**config.mk**
```make
export PLATFORM = sky130hd
export DESIGN_NAME = pipelined_carry_select_subtractor
export DESIGN_NICKNAME = d
export VERILOG_FILES = /design/src/rtl/pipelined_carry_select_subtractor.sv
export SDC_FILE = /design/constraint.sdc
export NUM_CORES = 1
export LEC_CHECK = 0
export CORE_ASPECT_RATIO = 0.75
export CORE_UTILIZATION = 30
export DETAILED_ROUTE_END_ITERATION = 8
export GPL_TIMING_DRIVEN = 1
export PLACE_DENSITY = 0.5
export SYNTH_ARGS = -nofsm -noshare
export SYNTH_HDL_FRONTEND = slang
export SYNTH_SLANG_ARGS = --single-unit
```
**constraint.sdc**
```tcl
create_clock -name clk -period 2.4 [get_ports clk]
set_input_delay 0.72 -clock clk [delete_from_list [all_inputs] [get_ports clk]]
set_output_delay 0.72 -clock clk [all_outputs]
set_load 0.02 [all_outputs]
```
**src/rtl/pipelined_carry_select_subtractor.sv**
```systemverilog
// Streaming pipelined subtractor: diff = a - b - borrow_in, one SLICE-bit chunk per stage.
// Each stage precomputes both borrow-in candidates and the registered borrow selects one.
module pipelined_carry_select_subtractor #(
  parameter int unsigned WIDTH = 16,
  parameter int unsigned SLICE = 4
) (
  input  logic             clk,
  input  logic             rst_n,
  input  logic             in_valid,
  output logic             in_ready,
  input  logic [WIDTH-1:0] a,
  input  logic [WIDTH-1:0] b,
  input  logic             borrow_in,
  output logic             out_valid,
  input  logic             out_ready,
  output logic [WIDTH-1:0] diff,
  output logic             borrow_out,
  output logic             overflow,
  output logic             zero
);

  localparam int unsigned NSTAGE = WIDTH / SLICE;
  localparam int unsigned LAST   = NSTAGE - 1;

  if (WIDTH % SLICE != 0) begin : g_width_check
    $error("WIDTH must be an integer multiple of SLICE");
  end

  logic              advance;
  logic [NSTAGE-1:0] vld_q;
  logic [NSTAGE-1:0] brw_q;
  logic [WIDTH-1:0]  a_q [NSTAGE];
  logic [WIDTH-1:0]  b_q [NSTAGE];
  logic [WIDTH-1:0]  d_q [NSTAGE];
  logic              ovf_q;
  logic              zero_q;

  // Per-stage inputs: stage 0 sees the ports, stage k sees stage k-1 registers.
  logic [WIDTH-1:0]  src_a [NSTAGE];
  logic [WIDTH-1:0]  src_b [NSTAGE];
  logic [WIDTH-1:0]  src_d [NSTAGE];
  logic [NSTAGE-1:0] src_bin;
  logic [NSTAGE-1:0] src_vld;
  logic [WIDTH-1:0]  d_nxt [NSTAGE];
  logic [NSTAGE-1:0] brw_nxt;
  logic              ovf_nxt;
  logic              zero_nxt;

  assign advance  = !vld_q[LAST] || out_ready;
  assign in_ready = advance;

  always_comb begin
    logic [SLICE:0] r0;
    logic [SLICE:0] r1;
    logic [SLICE:0] sel;
    r0  = '0;
    r1  = '0;
    sel = '0;
    src_a[0]   = a;
    src_b[0]   = b;
    src_d[0]   = '0;
    src_bin[0] = borrow_in;
    src_vld[0] = in_valid;
    for (int k = 1; k < NSTAGE; k++) begin
      src_a[k]   = a_q[k-1];
      src_b[k]   = b_q[k-1];
      src_d[k]   = d_q[k-1];
      src_bin[k] = brw_q[k-1];
      src_vld[k] = vld_q[k-1];
    end
    for (int k = 0; k < NSTAGE; k++) begin
      r1  = {1'b0, src_a[k][k*SLICE +: SLICE]} + {1'b0, ~src_b[k][k*SLICE +: SLICE]};
      r0  = r1 + (SLICE+1)'(1);
      sel = src_bin[k] ? r1 : r0;
      d_nxt[k] = src_d[k];
      d_nxt[k][k*SLICE +: SLICE] = sel[SLICE-1:0];
      brw_nxt[k] = ~sel[SLICE];
    end
    ovf_nxt  = (src_a[LAST][WIDTH-1] != src_b[LAST][WIDTH-1]) &&
               (d_nxt[LAST][WIDTH-1] != src_a[LAST][WIDTH-1]);
    zero_nxt = (d_nxt[LAST] == '0);
  end

  // Data registers load only with a valid op so flags hold their last value on bubbles.
  always_ff @(posedge clk or negedge rst_n) begin
    if (!rst_n) begin
      vld_q  <= '0;
      brw_q  <= '0;
      ovf_q  <= 1'b0;
      zero_q <= 1'b0;
      for (int k = 0; k < NSTAGE; k++) begin
        a_q[k] <= '0;
        b_q[k] <= '0;
        d_q[k] <= '0;
      end
    end else if (advance) begin
      vld_q <= src_vld;
      for (int k = 0; k < NSTAGE; k++) begin
        if (src_vld[k]) begin
          a_q[k]   <= src_a[k];
          b_q[k]   <= src_b[k];
          d_q[k]   <= d_nxt[k];
          brw_q[k] <= brw_nxt[k];
        end
      end
      if (src_vld[LAST]) begin
        ovf_q  <= ovf_nxt;
        zero_q <= zero_nxt;
      end
    end
  end

  assign out_valid  = vld_q[LAST];
  assign diff       = d_q[LAST];
  assign borrow_out = brw_q[LAST];
  assign overflow   = ovf_q;
  assign zero       = zero_q;

endmodule

```
==> results.txt <==
CP Max Fanout - 2
Worst Tran Pin Value - 0.552 ns
First-pass GRT wire length - 14300 um
Slew margin rel. - 63.2%
CP cell instances - clkdlybuf4s50_1 > nand2b_1 > dlygate4sd2_1
Die ar. - 15700 um2
Worst reg2reg path startpoint - b_q[28]
Largest stage delay, worst path - 0.44 ns
WL final - 8440 um
GPL Wtd Cong - 0.718
Crit path launch - out_ready
Die Y - 109 um
Reg2Reg Setup Slack - 0.18 ns
Area of the core - 14600 um2
Syn. warnings - 0
Final-layout fill cell count - 1426
Post-synth EDFFs - 0
Ports - 58
H-tree levels - 3
Initial antenna violation count - 0
Ys flop type - dfrtp_1
PD cells - 1390 nW/um2
WP data arrival - 1.62 ns
Global Route Usage Sum - 11.9%
Layout Skew - 0.0121 ns
Placed cell areas - 5520 um2
Critical Path RT - 1.68 ns
Hold Path Class - input port to async pin
Seq/Total Area, Yosys - 53.8%
Worst r2r dst - brw_q[3]
Slack of the critical path - 0.0593 ns
Final net count - 505
Wire per inst - 13.0 um
Ys async rst share - 100%
Final hold slack - 0.386 ns
Worst Reg-to-Reg Cells - 11
Initial DRC count - 82
Hold Violations, Final - 0
Antenna Nets Post-Route - 0
CP Capture Type - output pin
Vias per inst - 4.36
Hold_buf cts - 0
Fin crit period - 2.34 ns
Worst skew pair latency - 0.35 ns
Status - complete, no violations
Total chip power - 8130 uW
Drt pass-1 iters - 6
Yosys cell types - 34
Final setup fails - 0
Final max-slew violation count - 0
Placed insts - 632
Vias post-DR - 2827
Row count - 38
Worst VDD drop - 0.000471 V
Post-Layout Cell Count - 649
CTS sink cnt - 98
Num CTS Buffers - 9
Leakage - 0.00264 uW
Post-synthesis register bit count - 98
Number of global-route vias before repair - 2807
Gr ovfl total - 0
Setup slack at placement - -0.653 ns
Max_cap viols - 0
CTS Root Buffer Type - clkbuf_16
Area used by multi-input combinational logic - 1980 um2
Final instance area - 5860 um2
Share of cells above drive strength 1 - 28.7%
Mean Syn Cell Area - 12.5 um2
Startpoint class of the critical path - input port
RSZ-0062 raised after global routing - no
Worst path slowest cell - clkdlybuf4s50_1
Port bufs - 57
Die W - 144 um
Max Fclk - 427 MHz
Syn Nets - 426
Initial core utilization - 31.1%
Final worst-path cycle share - 97.5%
Synth Cell Area - 4560 um2
Pin count of the biggest net entering global routing - 99
# DRC - 0
Clk slew on worst S/H paths - 0.07 ns
Worst Path Class, Setup - input port to output pin
P&R area growth vs syn - 28.4%
# diodes - 0
Syn Inst Count - 365
Clk buf depth - 2
TritonCTS clock tree - yes
Hpwl dp - 6220 um
Sequential Area - 2450 um2
==> registers in the layout, indices dropped and copies added (netlist names) <==
signal and count:
vld_q 4, a_q 24, overflow 1, diff 16, d_nxt 24, brw_q 4, b_q 24, zero 1
==> routing by layer <==
layer,GRT usage [%],share of wire [%],up-vias
met1,17.4,54,1357
met5,0,0,-
met3,3.82,4.2,4
met2,16.8,42,48
met4,2.93,0.45,0
li1,-,-,1418
==> worst max-delay path: cells and delay by family <==
kind / cells / cell delay [ns]
buffers and inverters: 2 / 0.79
and+or+nand+nor: 1 / 0.11
==> where the power goes <==
group,switching (uW),internal [uW]
clock network,674,829
registers,468,2380
logic,1740,2040
total,2880,5250
==> kinds of logic (layout without fill, tap and decap cells) <==
family,count (synthesis),in the layout,synth area share (%)
xor gates and xnor gates,18,18,3.76
AOI/OAI and AO/OA,44,44,5.60
DFF,98,98,53.8
adders and majority gates,24,24,7.24
buffers and inverters,38,122,3.46
and+or+nand+nor,66,66,7.27
muxes,77,77,18.9
==> per-stage QoR <==
| step | utilization (%) | setup TNS [ns] |
|---|---|---|
| after floorplan | - | -0.0537 |
| after global placement | 37.7 | -1.57 |
| after detailed placement | 37.7 | -1.75 |
| after CTS | 39.9 | -0.0505 |
| after global routing | 40.0 | 0 |
| final | 40.0 | 0 |
==> how the worst max path moves through the flow <==
stage                     to  slack (ns)  cells after the start
floorplan           brw_q[0]       -0.05                      9
global placement    brw_q[0]       -0.57                     10
detailed placement  brw_q[0]       -0.65                     10
CTS                 brw_q[0]       -0.05                      9
global route        brw_q[3]       0.001                     11
finish              in_ready        0.06                      3
==> final cells by class <==
class,instances,area share (%)
sequential,98,41.9
multi-input combinational,229,33.8
clock buffer,9,3.85
inverter,26,1.67
clock inverter,7,1.45
tap,200,4.27
timing repair buffer,80,13.1
==> synth_stat cells, types with 4 or more instances <==
master,n,area share (%)
mux2i_1,4,0.88
dfrtp_1,98,54
nand2_1,35,2.9
a21oi_1,10,1.1
fa_1,4,1.8
a21o_1,6,0.99
ha_1,20,5.5
nand3_1,4,0.44
o21ai_0,23,2.5
mux2_2,73,18
nor3_1,8,0.88
xor2_1,5,0.96
xnor2_1,12,2.3
inv_1,26,2.1
clkbuf_1,4,0.33
buf_2,6,0.66
==> repair_timing <==
action,CTS,global route
setup buffers,0,1
pin swaps,5,6
gates resized for setup,9,8
hold endpoints to repair,0,0
endpoints found under the setup margin,3,2
==> cell usage in the layout, fill, tap and decap left out, types with 3 or more instances in the layout <==
| cell | n |
|---|---|
| nor3_1 | 7 |
| and3b_1 | 3 |
| a21oi_1 | 10 |
| buf_4 | 21 |
| ha_1 | 18 |
| clkdlybuf4s50_1 | 51 |
| nand2_1 | 35 |
| dfrtp_1 | 98 |
| xor2_1 | 5 |
| or3b_2 | 3 |
| clkbuf_16 | 9 |
| fa_1 | 4 |
| o21ai_0 | 23 |
| clkinv_4 | 3 |
| buf_12 | 3 |
| a21o_1 | 6 |
| xnor2_1 | 12 |
| inv_1 | 24 |
| mux2i_1 | 4 |
| mux2_2 | 73 |
| nand3_1 | 4 |
(Power assumes the default switching activity.)
